## src/rtl/upsample_pkg.sv

```systemverilog
// Shared types and helpers for the 2x nearest-neighbour upsampler.
package upsample_pkg;

  typedef enum logic {
    ROW_A,  // stream-through of the current input row
    ROW_B   // replay of the buffered row
  } state_e;

  localparam int DEF_DATA_WIDTH = 16;
  localparam int DEF_D          = 2;

  // Channel 0 sits at bit 0, the MSB end of the word.
  typedef logic [0:DEF_D*DEF_DATA_WIDTH-1] pix_word_t;

  // Counter width for a 0..n-1 range; never narrower than one bit.
  function automatic int cnt_width(input int n);
    return (n > 1) ? $clog2(n) : 1;
  endfunction

endpackage

```

## src/rtl/upsample_line_buf.sv

```systemverilog
// One-row pixel buffer: synchronous write, combinational read.
module upsample_line_buf
  import upsample_pkg::*;
#(
  parameter int DEPTH = 9,
  parameter int WIDTH = 32
) (
  input  logic                        clk_i,
  input  logic                        we_i,
  input  logic [cnt_width(DEPTH)-1:0] waddr_i,
  input  logic [WIDTH-1:0]            wdata_i,
  input  logic [cnt_width(DEPTH)-1:0] raddr_i,
  output logic [WIDTH-1:0]            rdata_o
);

  logic [WIDTH-1:0] mem_q [DEPTH];

  // Capture each pixel of the row as it streams through.
  always_ff @(posedge clk_i) begin
    if (we_i) begin
      mem_q[waddr_i] <= wdata_i;
    end
  end

  assign rdata_o = mem_q[raddr_i];

endmodule

```

## src/rtl/upsample2x_stream.sv

```systemverilog
// Streaming 2x nearest-neighbour upsampler (H x W in, 2H x 2W out).
// Optional frame-level pass-through selected by macro UPSAMPLE_BYPASS_EN.
module upsample2x_stream
  import upsample_pkg::*;
#(
  parameter int DATA_WIDTH = DEF_DATA_WIDTH,
  parameter int D          = DEF_D,
  parameter int H          = 9,
  parameter int W          = 9
) (
  input  logic                    clk,
  input  logic                    reset,
`ifdef UPSAMPLE_BYPASS_EN
  input  logic                    bypass,
`endif
  input  logic [0:D*DATA_WIDTH-1] in_data,
  input  logic                    in_valid,
  output logic                    in_ready,
  output logic [0:D*DATA_WIDTH-1] out_data,
  output logic                    out_valid,
  input  logic                    out_ready,
  output logic                    out_last
);

  localparam int WORD = D * DATA_WIDTH;
  localparam int CW   = cnt_width(W);
  localparam int RW   = cnt_width(H);
  localparam logic [CW-1:0] COL_LAST = CW'(W - 1);
  localparam logic [RW-1:0] ROW_LAST = RW'(H - 1);

  state_e          state_q, state_d;
  logic [CW-1:0]   col_q, col_d;
  logic [RW-1:0]   row_q, row_d;
  logic            dup_q, dup_d;
  logic            out_valid_q, out_valid_d;
  logic [0:WORD-1] out_data_q, out_data_d;

  logic            in_ready_c;
  logic            in_beat, out_beat, col_end, row_end;
  logic            byp;

  logic            lb_we;
  logic [CW-1:0]   lb_waddr, lb_raddr;
  logic [WORD-1:0] lb_rdata;

`ifdef UPSAMPLE_BYPASS_EN
  logic bypass_q;
  logic idle;
  // The mode input is only honoured between frames; mid-frame the latch holds.
  assign idle = (state_q == ROW_A) && (row_q == '0) && (col_q == '0) && !out_valid_q;
  assign byp  = idle ? bypass : bypass_q;
`else
  assign byp  = 1'b0;
`endif

  upsample_line_buf #(
    .DEPTH (W),
    .WIDTH (WORD)
  ) u_lbuf (
    .clk_i   (clk),
    .we_i    (lb_we),
    .waddr_i (lb_waddr),
    .wdata_i (in_data),
    .raddr_i (lb_raddr),
    .rdata_o (lb_rdata)
  );

  assign col_end = (col_q == COL_LAST);
  assign row_end = (row_q == ROW_LAST);
  assign out_beat = out_valid_q && out_ready;

  // Next-state for FSM, counters, output register and line-buffer ports.
  always_comb begin
    state_d     = state_q;
    col_d       = col_q;
    row_d       = row_q;
    dup_d       = dup_q;
    out_valid_d = out_valid_q;
    out_data_d  = out_data_q;
    in_ready_c  = 1'b0;
    in_beat     = 1'b0;
    lb_we       = 1'b0;
    lb_waddr    = col_q;
    lb_raddr    = '0;

    if (byp) begin
      in_ready_c = !out_valid_q || out_ready;
      in_beat    = in_valid && in_ready_c;
      if (out_beat) begin
        out_valid_d = 1'b0;
        if (col_end) begin
          col_d = '0;
          row_d = row_end ? '0 : row_q + 1'b1;
        end else begin
          col_d = col_q + 1'b1;
        end
      end
      if (in_beat) begin
        out_data_d  = in_data;
        out_valid_d = 1'b1;
      end
    end else begin
      unique case (state_q)
        ROW_A: begin
          // The last column's second copy hands over to the replay row,
          // so no new pixel may be taken on that beat.
          in_ready_c = !out_valid_q || (out_ready && dup_q && !col_end);
          in_beat    = in_valid && in_ready_c;
          if (out_beat) begin
            if (!dup_q) begin
              dup_d = 1'b1;
            end else if (col_end) begin
              state_d     = ROW_B;
              col_d       = '0;
              out_data_d  = lb_rdata;
              out_valid_d = 1'b1;
              dup_d       = 1'b0;
            end else begin
              col_d       = col_q + 1'b1;
              out_valid_d = 1'b0;
            end
          end
          if (in_beat) begin
            out_data_d  = in_data;
            out_valid_d = 1'b1;
            dup_d       = 1'b0;
            lb_we       = 1'b1;
            // With a word still presented, col advances on this same edge.
            lb_waddr    = out_valid_q ? col_q + 1'b1 : col_q;
          end
        end
        ROW_B: begin
          lb_raddr = col_q + 1'b1;
          if (out_beat) begin
            if (!dup_q) begin
              dup_d = 1'b1;
            end else if (col_end) begin
              state_d     = ROW_A;
              out_valid_d = 1'b0;
              col_d       = '0;
              dup_d       = 1'b0;
              row_d       = row_end ? '0 : row_q + 1'b1;
            end else begin
              col_d      = col_q + 1'b1;
              out_data_d = lb_rdata;
              dup_d      = 1'b0;
            end
          end
        end
        default: ;
      endcase
    end
  end

  // Register all state; synchronous reset abandons any partial frame.
  always_ff @(posedge clk) begin
    if (reset) begin
      state_q     <= ROW_A;
      col_q       <= '0;
      row_q       <= '0;
      dup_q       <= 1'b0;
      out_valid_q <= 1'b0;
      out_data_q  <= '0;
`ifdef UPSAMPLE_BYPASS_EN
      bypass_q    <= 1'b0;
`endif
    end else begin
      state_q     <= state_d;
      col_q       <= col_d;
      row_q       <= row_d;
      dup_q       <= dup_d;
      out_valid_q <= out_valid_d;
      out_data_q  <= out_data_d;
`ifdef UPSAMPLE_BYPASS_EN
      if (idle) begin
        bypass_q <= bypass;
      end
`endif
    end
  end

  assign in_ready  = in_ready_c && !reset;
  assign out_valid = out_valid_q;
  assign out_data  = out_data_q;
  assign out_last  = byp ? (out_valid_q && row_end && col_end)
                         : (out_valid_q && (state_q == ROW_B) && row_end && col_end && dup_q);

endmodule

```

## config.mk

```make
export PLATFORM = sky130hd
export DESIGN_NAME = upsample2x_stream
export DESIGN_NICKNAME = d
export VERILOG_FILES = /design/src/rtl/upsample_pkg.sv /design/src/rtl/upsample_line_buf.sv /design/src/rtl/upsample2x_stream.sv
export SDC_FILE = /design/constraint.sdc
export NUM_CORES = 1
export LEC_CHECK = 0
export CELL_PAD_IN_SITES_DETAIL_PLACEMENT = 1
export CELL_PAD_IN_SITES_GLOBAL_PLACEMENT = 1
export CORE_MARGIN = 2
export CORE_UTILIZATION = 48
export CTS_BUF_LIST = sky130_fd_sc_hd__clkbuf_2 sky130_fd_sc_hd__clkbuf_4 sky130_fd_sc_hd__clkbuf_8
export DETAILED_ROUTE_END_ITERATION = 16
export PLACE_DENSITY_LB_ADDON = 0.1
export SLEW_MARGIN = 20
export SYNTH_ARGS = -nofsm -noshare
export SYNTH_HDL_FRONTEND = slang
export SYNTH_SLANG_ARGS = --single-unit
```

## constraint.sdc

```tcl
create_clock -name clk -period 4.5 [get_ports clk]
set_input_delay 0.9 -clock clk [delete_from_list [all_inputs] [get_ports clk]]
set_output_delay 0.9 -clock clk [all_outputs]
set_load 0.1 [all_outputs]
```

# Word level (Yosys, flattened, before mapping)

Memory sizes are Yosys's and may differ from the RTL's.
Cells that the tools add are included.

Flip-flop bits (word level): 43
RAM bits: 288
Input bits: 36
Output and inout port bits: 35
Word-level logic and storage cells: 77
Memories: 1

$add $sub $neg: 2
Eq/ne operators: 9
Muxes and demuxes: 40
Bitwise gates (word level): 1
Reduce and logical (&&, ||, !) cells: 18

Memory list:

| memory       | words | width | read ports | clocked after memory_dff | write ports | line                    | text |
|---|---|---|---|---|---|---|---|
| u_lbuf.mem_q | 9     | 32    | 1          | 0                        | 1           | upsample_line_buf.sv:16 | `logic [WIDTH-1:0] mem_q [DEPTH];` |

Operators by type and width:

| cell                                                  | count |
|---|---|
| 2-to-1 mux 32 bit                                     | 7 |
| one-hot mux 32 bit (2 select lines)                   | 1 |
| 2-to-1 mux 4 bit                                      | 8 |
| 2-to-1 mux 1 bit                                      | 21 |
| logical AND 1 bit                                     | 9 |
| inequality test 3 bit, second input constant          | 3 |
| adder 4 x 1 -> 4 bit, second input constant           | 2 |
| equality test 4 bit, second input constant            | 2 |
| inequality test 2 x 1 -> 1 bit, second input constant | 3 |
| one-hot mux 1 bit (2 select lines)                    | 3 |
| AND reduction 6 bit                                   | 1 |
| AND reduction 5 bit                                   | 1 |
| AND reduction 2 bit                                   | 2 |
| AND reduction 4 bit                                   | 1 |
| zero test 1 bit                                       | 3 |
| inequality test 2 bit, second input constant          | 1 |
| logical OR 1 bit                                      | 1 |
| inverter 1 bit                                        | 1 |

# Depth between registers and ports, before layout

Gate-level depths: netlist of run 1.

Depth in word-level cells: 9
Gate-level depth with buffers: 11
Depth with buffers taken out: 7

# Cells and area by module

From an unflattened synthesis of run 1, not the netlist that was laid out.

Cells, all modules: 840
Area total of the unflattened synthesis: 13664.4 um^2

By module, submodules not included:

| module            | instances | cells each | area an instance (um^2) | sequential area each (um^2) |
|---|---|---|---|---|
| upsample_line_buf | 1         | 597        | 11254.5                 | 8648.3 |
| upsample2x_stream | 1         | 243        | 2409.8                  | 860.8 |

# Worst setup path after synthesis of run 1

OpenSTA, ideal clock, no wires.

Path kind: input -> output
From: input reset
To: output in_ready
Arrival time: 4.012 ns
Data required time: 3.600 ns
Setup slack: -0.412 ns
Stages on the path: 2
Cells stage by stage: clkbuf_1 -> nor4_1

Word-level cells in the longest chain between the ends: 2

Ends and longest elaborated chain:

| what              | line                     | text |
|---|---|---|
| from (decl)       | upsample2x_stream.sv:12  | `input logic reset,` |
| zero test 1 bit   | upsample2x_stream.sv:182 | `assign in_ready = in_ready_c && !reset;` |
| logical AND 1 bit | upsample2x_stream.sv:182 |  |
| to (decl)         | upsample2x_stream.sv:18  | `output logic in_ready,` |

Every way passes these cells.

# Final worst setup path of run 1

From: register col_q[0]
To: memory u_lbuf.mem_q[2][23] (enable)

Word-level cells in the longest chain between the ends: 9

Ends and longest elaborated chain:

| what                                   | line                     | text |
|---|---|---|
| from (decl)                            | upsample2x_stream.sv:32  | `logic [CW-1:0] col_q, col_d;` |
| from (signal assigned)                 | upsample2x_stream.sv:169 | `col_q <= col_d;` |
| equality test 4 bit                    | upsample2x_stream.sv:68  | `assign col_end = (col_q == COL_LAST);` |
| zero test 1 bit                        | upsample2x_stream.sv:107 | `in_ready_c = !out_valid_q \|\| (out_ready && dup_q && !col_end);` |
| logical AND 1 bit                      | upsample2x_stream.sv:107 |  |
| logical OR 1 bit                       | upsample2x_stream.sv:107 |  |
| logical AND 1 bit                      | upsample2x_stream.sv:108 | `in_beat = in_valid && in_ready_c;` |
| 2-to-1 mux 1 bit                       | upsample2x_stream.sv:123 | `if (in_beat) begin` |
| 2-to-1 mux 1 bit                       | upsample2x_stream.sv:103 | `unique case (state_q)` |
| 2-to-1 mux 1 bit                       | upsample_line_buf.sv:20  | `if (we_i) begin` |
| 2-to-1 mux 1 bit (implied by the code) | upsample_line_buf.sv:21  | `mem_q[waddr_i] <= wdata_i;` |
| to (decl)                              | upsample_line_buf.sv:16  |  |

Parallel ways exist; a longest one is shown, timed or not.

==> impl_metrics.ini, run 1 <==
[outcome]
status = finished, final reports clean

[route]
vias = 7972
ant_nets = 0
wl_per_cell_um = 23.76
drc = 0
drt_iter0_markers = 503
dr.pass1.iters = 5
routed_via_density = 5.914
routed_wl_um = 32040

[placement]
gp_congestion = 0.7954
portBuffers = 70
dp_hpwl_um = 19430

[cells_and_area]
insertedDiodeCount = 0
drive_above_1_share_pct = 18.25
fin_util_pct = 56.50
final_nets = 968
multi_input_area_sq_um = 3675
n_fill_cell = 2607
syn_to_final_growth_pct = 16.40
seq_area_sq_um = 9514

[grt]
grtUsageMet3_pct = 3.566
busiest_layer = met2
grt.met1_usage_pct = 29.53
met2_usage_pct = 38.46
grt_usage_pct = 22.57
grt_pass1_vias = 8681
antenna_found_initial = 0
grt_pass1_wl_um = 50030
grt_start_max_net_pins = 74
grt-ovfl-total = 0

[floorplanning]
core_area_sq_um = 27710
dieArea_sq_um = 29370
die_height_um = 171.4
pin_count = 71
row_count = 61
die_w_um = 171.4
start_util_pct = 48.54

[timing]
hold_ws_ns = 0.4647
tightest_slew_ns = 1.046
hold_viol_final = 0
fmax_mhz = 271.3
setup-violations-final = 0
period_needed_ns = 3.686
rsz0062_at_grt = no
skew_ns = 0.009746
relSlewSlack_pct = 30.24
period_share_pct = 81.90
slew_viol_final = 0

[critical_path]
worst_r2r_path_depth = 8
cpLargestDelayFamily = buffers and inverters
crit_cells = 8
cp_num_buf_inv = 2
crit_path_max_incr_delay_ns = 0.79
crit_chain = inv_1 -> ha_4 -> and3b_1 -> nor4_2 -> xnor2_1 -> o21ai_0 -> nor2_4 -> buf_4
arrival_ns = 3.88
critPathCaptureType = register
required_ns = 4.70
cpMaxStageDelayCell = dfxtp_4
path_max_fanout = 51
critPathKind = reg -> reg
critPathLaunchType = register

[synthesis]
synth_seq_cells = 331
synthCells = 838
yosysMostFrequentCell = edfxtp_1
synth.avg_cell_area_sq_um = 16.05
seq_area_frac_synth_pct = 70.71
syn-cell-area_sq_um = 13450
synth_top_area_share_pct = 64.31
synth-main-ff-cell = edfxtp_1
syn-num-nets = 878
ys_warn_count = 0
async_flop_share_pct = 0
yosys.area.top_type = edfxtp_1
synth_edf_count = 288
yosys-top-cells-count = edfxtp_1, nand3_1, dfxtp_1
yosysUniqueCellTypes = 56
synth_area_leaders = edfxtp_1, dfxtp_1, mux4_2

[flow_run]
maxCapViolCount = 0

[clock_network]
cts_buffers = 53
clkTransAtPathRegs_ns = 0.06
cts_tree = yes
cts_root_buf = clkbuf_8
cts_resized = 0
cts_hold_buf = 0
clock_sinks = 331
clockBufferDepth = 3
insertion_delay_ns = 0.57
post_cts_buffers = 0
htree_levels = 2

[pwr]
power_density_nw_per_um2 = 402.2
ir_drop_mv = 0.2533
power_leakage_nw = 5.094

[min_path]
worstHoldPathCells = 2
hold_class = reg -> reg
[area by class of cell]
cell class | count | share of cell area, %
sequential | 331 | 60.78
multi-input combinational | 436 | 23.48
clock buffer | 81 | 6.163
timing repair buffer | 100 | 5.963
tap | 378 | 3.021
clock inverter | 16 | 0.4556
inverter | 6 | 0.1439
[registers in the layout (all words and copies together), names as in the netlist]
register	flops
dup_q	1
u_lbuf.mem_q	288
out_data	32
state_q	1
col_q	4
row_q	4
out_valid	1
[per-layer routing]
| layer | wire length (um) | vias up | share of wire [%] |
|---|---|---|---|
| li1 | - | 3599 | - |
| met1 | 13540 | 4123 | 42 |
| met2 | 16400 | 182 | 51 |
| met3 | 1283 | 68 | 4.0 |
| met4 | 815 | 0 | 2.5 |
| met5 | 0 | - | 0 |
[where the power goes]
part,leakage [nW],switching [W],internal (W)
sequential,2.95,0.0000201,0.00337
combinational,1.58,0.000275,0.000129
clock,0.557,0.00114,0.00136
[per-stage QoR]
| step | TNS, ns | std cells | area, sq um | power (W) | worst slack, ns |
|---|---|---|---|---|---|
| floorplan | -11.75 | 838 | 13460 | 0.003706 | -0.1849 |
| global placement | 0 | 1251 | 14620 | 0.003850 | 0.7755 |
| detailed placement | 0 | 1251 | 14620 | 0.003864 | 0.6302 |
| CTS | 0 | 1348 | 15650 | 0.006365 | 0.7449 |
| global route | 0 | 1348 | 15650 | 0.006513 | 0.5010 |
| finish | 0 | 1348 | 15650 | 0.006296 | 0.8144 |
[cells in the final DEF (no fill, tap or decap), types with 24 or more instances in the layout]
master / Yosys / final
edfxtp_1: 288 / 288
nand3_1: 98 / 98
clkdlybuf4s50_1: 0 / 68
clkbuf_8: 0 / 57
dfxtp_1: 43 / 41
mux2i_1: 34 / 34
o21ai_0: 35 / 33
a21o_1: 31 / 31
buf_4: 9 / 31
a22oi_1: 30 / 30
mux4_2: 30 / 30
a32o_1: 29 / 29
o221a_1: 27 / 27
clkbuf_4: 0 / 24
[cell families after synthesis]
| kind of cell | share of synthesized area [%] |
|---|---|
| flip-flops | 70.71 |
| AND/OR/NAND/NOR | 6.578 |
| AO/OA/AOI/OAI | 11.19 |
| buffers and inverters | 2.875 |
| adder cells (fa/ha/maj) | 0.3722 |
| XOR/XNOR | 0.6327 |
| multiplexers | 7.639 |
[path summary, 6_finish.rpt]
kind | start | endpoint | slack [ns]
min reg2reg | out_data[1]$_SDFFE_PP0P_ | out_data[1]$_SDFFE_PP0P_ | 0.46
max | col_q[0]$_SDFFE_PP0P_ | u_lbuf.mem_q[2][23]$_DFFE_PP_ | 0.81
max reg2reg | col_q[0]$_SDFFE_PP0P_ | u_lbuf.mem_q[2][23]$_DFFE_PP_ | 0.81
min | out_data[1]$_SDFFE_PP0P_ | out_data[1]$_SDFFE_PP0P_ | 0.46
[tightest hold or removal path, cell delays in order, from the launching register on]
cell and delay [ns]:
dfxtp_1 0.32, nand2_1 0.05, o21ai_1 0.05
(Power assumes the default switching activity.)
==> run 2: changes to the inputs <==
--- a/config.mk
+++ b/config.mk
@@ -8,7 +8,7 @@
 export CELL_PAD_IN_SITES_DETAIL_PLACEMENT = 1
 export CELL_PAD_IN_SITES_GLOBAL_PLACEMENT = 1
 export CORE_MARGIN = 2
-export CORE_UTILIZATION = 48
+export CORE_UTILIZATION = 50
 export CTS_BUF_LIST = sky130_fd_sc_hd__clkbuf_2 sky130_fd_sc_hd__clkbuf_4 sky130_fd_sc_hd__clkbuf_8
 export DETAILED_ROUTE_END_ITERATION = 16
 export PLACE_DENSITY_LB_ADDON = 0.1
==> constraint.sdc (replaced) <==
create_clock -name clk -period 3.5 [get_ports clk]
set_input_delay 0.7 -clock clk [delete_from_list [all_inputs] [get_ports clk]]
set_output_delay 0.7 -clock clk [all_outputs]
set_load 0.1 [all_outputs]
==> run 2 against run 1 <==
Compared with the run above: final area grew 1.2%; via count grew 0.94%; hold slack lost 0.018 ns; combinational power grew 33%; sequential share of layout area shrank 0.73 points; utilization grew 3.0 points; count of clock-buffer cells in the layout grew 6; sequential power grew 29%.
==> impl_metrics.ini, run 2 (synthesis results as in run 1) <==
[critical_path]
critPathCaptureType = primary output
critPathLaunchType = register
critPathKind = reg -> out
required_ns = 2.80
arrival_ns = 2.35
path_max_fanout = 7

[pwr]
internal_power_w = 0.006384
ir_drop_mv = 0.3056
power_switching_share_pct = 22.38
clockPowerShare_pct = 40.4
seqPwrFrac_pct = 53.0
power_density_nw_per_um2 = 519.0
combPwrFrac_pct = 6.5
power_leakage_nw = 5.187
p_switching_w = 0.001840

[route]
drt_iter0_markers = 656
wl_per_cell_um = 24.45
routed_via_density = 6.115
routed_wl_um = 32170
dr.pass1.iters = 4
ant_nets = 0
vias = 8047
drc = 0

[cells_and_area]
largest_reg_flops = 288
design_area_sq_um = 15850
syn_to_final_growth_pct = 17.83
stdcell_count = 1316
final_cell_mix = edfxtp_1, nand3_1, clkbuf_8, clkdlybuf4s50_1, dfxtp_1
layout_commonest_cell = edfxtp_1
largest_register = u_lbuf.mem_q
insertedDiodeCount = 0
final_nets = 974
drive_above_1_share_pct = 19.90

[timing]
slew_viol_final = 0
fmax_mhz = 328.0
skew_ns = 0.02603
relSlewSlack_pct = 27.94
rsz0062_at_grt = no
period_needed_ns = 3.049
hold_viol_final = 0
period_share_pct = 87.12
setup-violations-final = 0
tightest_slew_ns = 1.081

[placement]
place_area_sq_um = 14750
portBuffers = 70
place_inst = 1219
dp_hpwl_um = 19300
gp_congestion = 0.8386

[clock_network]
cts_root_buf = clkbuf_8
clkTransAtPathRegs_ns = 0.06
post_cts_buffers = 0
insertion_delay_ns = 0.58
cts_tree = yes
clock_sinks = 331
clockBufferDepth = 3
cts_hold_buf = 0
htree_levels = 2
cts_resized = 0
cts_buffers = 54

[outcome]
status = finished, final reports clean

[floorplanning]
die_height_um = 168
row_count = 60
core_area_sq_um = 26650
pin_count = 71
start_util_pct = 50.46
dieArea_sq_um = 28220
die_w_um = 168

[grt]
grt_start_max_net_pins = 59
grt_usage_pct = 23.17
grt_pass1_vias = 8650
antenna_found_initial = 0
grt-ovfl-total = 0
grt_pass1_wl_um = 50060

[flow_run]
maxCapViolCount = 0

[min_path]
hold_class = reg -> reg
-- run 2: cell types whose count changed in the layout (fill, tap and decap cells not counted) --
cell and delta:
clkinvlp_4 +1, clkbuf_4 +1, clkinv_2 -2, buf_12 +12, nor3_4 +2, clkdlybuf4s50_1 -7, clkinv_1 -5, clkbuf_8 +5
nor3_2 -2
-- run 2: final timing paths --
path | start | to | slack, ns | depth (start not counted)
worst max-delay path | col_q[0]$_SDFFE_PP0P_ | out_last | 0.45 | 6
worst min-delay path | out_data[1]$_SDFFE_PP0P_ | out_data[1]$_SDFFE_PP0P_ | 0.45 | 2
worst max register to register | col_q[1]$_SDFFE_PP0P_ | u_lbuf.mem_q[2][21]$_DFFE_PP_ | 0.57 | 8
worst min register to register | out_data[1]$_SDFFE_PP0P_ | out_data[1]$_SDFFE_PP0P_ | 0.45 | 2
-- run 2: power groups by stage --
| stage | clock, W | combinational (W) | sequential, W |
|---|---|---|---|
| 3_3_place_gp | 0 | 0.000522 | 0.00444 |
| 6_report | 0.00332 | 0.000538 | 0.00436 |
| 3_5_place_dp | 0 | 0.000539 | 0.00444 |
| 4_1_cts | 0.00342 | 0.000542 | 0.00436 |
| 2_1_floorplan | 0 | 0.000183 | 0.00458 |
| 5_1_grt | 0.00356 | 0.000568 | 0.00436 |
-- run 2: per-layer routing --
metal	vias to the layer above	part of all wire, %	GRT usage, %
met5	-	0	0
met4	0	1.7	6.616
met3	46	5.2	4.137
met2	247	50	39.02
met1	4144	43	31.24
li1	3610	-	-
-- run 2: final cells by class --
class / count / area [sq um]
Clock inverter: 10 / 50.05
Timing Repair Buffer: 105 / 1104
Sequential cell: 331 / 9514
Fill cell: 2429 / 10810
Multi-Input combinational cell: 436 / 3687
Clock buffer: 87 / 1041
Inverter: 6 / 22.52
Tap cell: 341 / 426.7
-- run 2: worst max-delay path: stages, from the launching register on --
cell     delay (ns)
dfxtp_4        0.37
inv_1          0.27
ha_4           0.22
and3b_1        0.33
nand3_1        0.14
nor2_1         0.23
buf_12         0.20
-- run 2: through the flow --
step	utilization (%)	setup TNS [ns]	total power [W]	hold WS (ns)	worst slack, ns
global placement	55.36	0	0.004961	0.4459	0.2696
global route	59.46	0	0.008491	0.4692	0.3207
CTS	59.46	0	0.008320	0.4544	0.3936
finish	59.46	0	0.008224	0.4463	0.4508
floorplan	-	-61.36	0.004765	0.4721	-0.4610
detailed placement	55.36	0	0.004982	0.4474	0.2345
==> run 3: changes to the inputs <==
--- a/config.mk
+++ b/config.mk
@@ -8,7 +8,7 @@
 export CELL_PAD_IN_SITES_DETAIL_PLACEMENT = 1
 export CELL_PAD_IN_SITES_GLOBAL_PLACEMENT = 1
 export CORE_MARGIN = 2
-export CORE_UTILIZATION = 50
+export CORE_UTILIZATION = 30
 export CTS_BUF_LIST = sky130_fd_sc_hd__clkbuf_2 sky130_fd_sc_hd__clkbuf_4 sky130_fd_sc_hd__clkbuf_8
 export DETAILED_ROUTE_END_ITERATION = 16
 export PLACE_DENSITY_LB_ADDON = 0.1
==> run 3 against run 2 <==
Compared with the run above: via count fell by 0.20%; hold slack improved by 0.018 ns; utilization fell by 23 points; global-route usage fell by 7.4 points; total power increased by 2.6%; wire length up 12%; non-clock buffer count is 1 lower; first-iteration DRC count decreased by 34%; sequential share of layout area decreased by 1.3 points; combinational power decreased by 0.9%; critical path depth fell by 2; die area grew 65%; critical path type unchanged; critical endpoint unchanged; largest cell class unchanged.
==> impl_metrics.ini, run 3 (synthesis results as in run 1) <==
[pwr]
power_switching_share_pct = 23.08
internal_power_w = 0.006493
power_leakage_nw = 5.262
seqPwrFrac_pct = 51.7
total_power_w = 0.008441
ir_drop_mv = 0.2255
p_switching_w = 0.001948
combPwrFrac_pct = 6.3
power_density_nw_per_um2 = 521.5
clockPowerShare_pct = 42.0

[timing]
period_share_pct = 88.53
setup_ws_ns = 0.4014
setup-violations-final = 0
hold_viol_final = 0
relSlewSlack_pct = 33.81
slew_viol_final = 0
period_needed_ns = 3.099
skew_ns = 0.01425
tightest_slew_ns = 0.9897
rsz0062_at_grt = no
fmax_mhz = 322.7

[cells_and_area]
multi_input_area_sq_um = 3695
final_nets = 976
design_area_sq_um = 16190
insertedDiodeCount = 0
fin_util_pct = 36.61
largest_register = u_lbuf.mem_q
layout_commonest_cell = edfxtp_1
syn_to_final_growth_pct = 20.38
stdcell_count = 1574
n_fill_cell = 4481
largest_reg_flops = 288
final_cell_mix = edfxtp_1, nand3_1, clkbuf_8, buf_4, dfxtp_1
drive_above_1_share_pct = 22.10
seq_area_sq_um = 9514

[route]
vias = 8031
dr.pass1.iters = 5
wl_per_cell_um = 22.97
drc = 0
routed_via_density = 5.102
drt_iter0_markers = 436
ant_nets = 0
routed_wl_um = 36160

[placement]
dp_hpwl_um = 20590
place_inst = 1469
place_area_sq_um = 15030
placement.setup.worst_slack_ns = 0.1560
gp_congestion = 0.7600
portBuffers = 70

[clock_network]
cts_hold_buf = 0
htree_levels = 2
cts_tree = yes
clkTransAtPathRegs_ns = 0.06
insertion_delay_ns = 0.62
clockBufferDepth = 3
post_cts_buffers = 0
clock_sinks = 331
cts_buffers = 57
cts_root_buf = clkbuf_8
cts_resized = 0

[grt]
grt_usage_pct = 15.78
grt_start_max_net_pins = 107
antenna_found_initial = 0
grt_pass1_vias = 8963
grt-ovfl-total = 0
grt_pass1_wl_um = 55340

[critical_path]
ff2ff_setup_slack_ns = 0.47
arrival_ns = 2.40
required_ns = 2.80
critPathLaunchType = register
critPathKind = reg -> out
worst_r2r_path_depth = 7
r2r_start = col_q[0]$_SDFFE_PP0P_
r2r-end = u_lbuf.mem_q[6][19]$_DFFE_PP_
path_max_fanout = 12
startpoint = col_q[3]$_SDFFE_PP0P_
critPathCaptureType = primary output

[flow_run]
maxCapViolCount = 0

[min_path]
hold_end = out_data[1]$_SDFFE_PP0P_
hold_class = reg -> reg
hp-start = out_data[1]$_SDFFE_PP0P_
worstHoldPathCells = 2

[floorplanning]
die_height_um = 215.7
core_area_sq_um = 44220
dieArea_sq_um = 46540
row_count = 77
die_w_um = 215.7
pin_count = 71
start_util_pct = 30.41

[outcome]
status = finished, final reports clean
run 3: cell count changes in the layout (fill, tap and decap cells not counted):
cell,change
bufinv_16,+2
buf_4,+19
clkdlybuf4s50_1,-21
buf_12,+1
inv_8,-1
clkinv_1,+5
o21ai_4,+1
clkbuf_8,+1
o21ai_2,-1
clkbuf_4,-7
clkinv_2,+8
run 3: per-layer routing:
metal  GRT usage [%]  routed length [um]  share of wire [%]  vias up
li1                -                   -                  -     3611
met1           20.53               16150                 45     4200
met2           26.52               17860                 49      164
met3           2.791                1358                3.8       56
met4           5.517                 786                2.2        0
met5               0                   0                  0        -
run 3: critical path, stage by stage (launching register included):
cell	delay, ns
dfxtp_1	0.76
and3b_1	0.43
nand3_1	0.16
nor2_1	0.13
buf_4	0.30
run 3: worst max path at each step:
stage                               endpoint  slack, ns  depth (start not counted)
3_3_place_gp   u_lbuf.mem_q[6][26]$_DFFE_PP_       0.22                          7
5_1_grt                             out_last       0.25                          4
4_1_cts                             out_last       0.36                          4
6_report                            out_last       0.40                          4
3_5_place_dp   u_lbuf.mem_q[6][25]$_DFFE_PP_       0.16                          7
2_1_floorplan   u_lbuf.mem_q[6][0]$_DFFE_PP_      -0.46                          6
run 3: layout make-up:
class | instances | share of cell area, %
sequential | 331 | 58.77
clock buffer | 81 | 6.191
clock inverter | 24 | 0.9739
timing repair buffer | 104 | 6.523
inverter | 6 | 0.1391
multi-input combinational | 436 | 22.82
tap | 592 | 4.576
run 3: power by group through the flow:
stage                     Clock (W)  Sequential, W  Combinational [W]
after floorplan                   0        0.00458           0.000183
after global placement            0        0.00444           0.000530
after detailed placement          0        0.00444           0.000542
after CTS                   0.00368        0.00436           0.000543
after global routing        0.00383        0.00436           0.000569
final                       0.00355        0.00436           0.000533
run 3: through the flow:
| step | TNS, ns | hold WS, ns |
|---|---|---|
| 3_5_place_dp | 0 | 0.4630 |
| 3_3_place_gp | 0 | 0.4579 |
| 6_report | 0 | 0.4639 |
| 2_1_floorplan | -61.36 | 0.4721 |
| 5_1_grt | 0 | 0.4963 |
| 4_1_cts | 0 | 0.4701 |
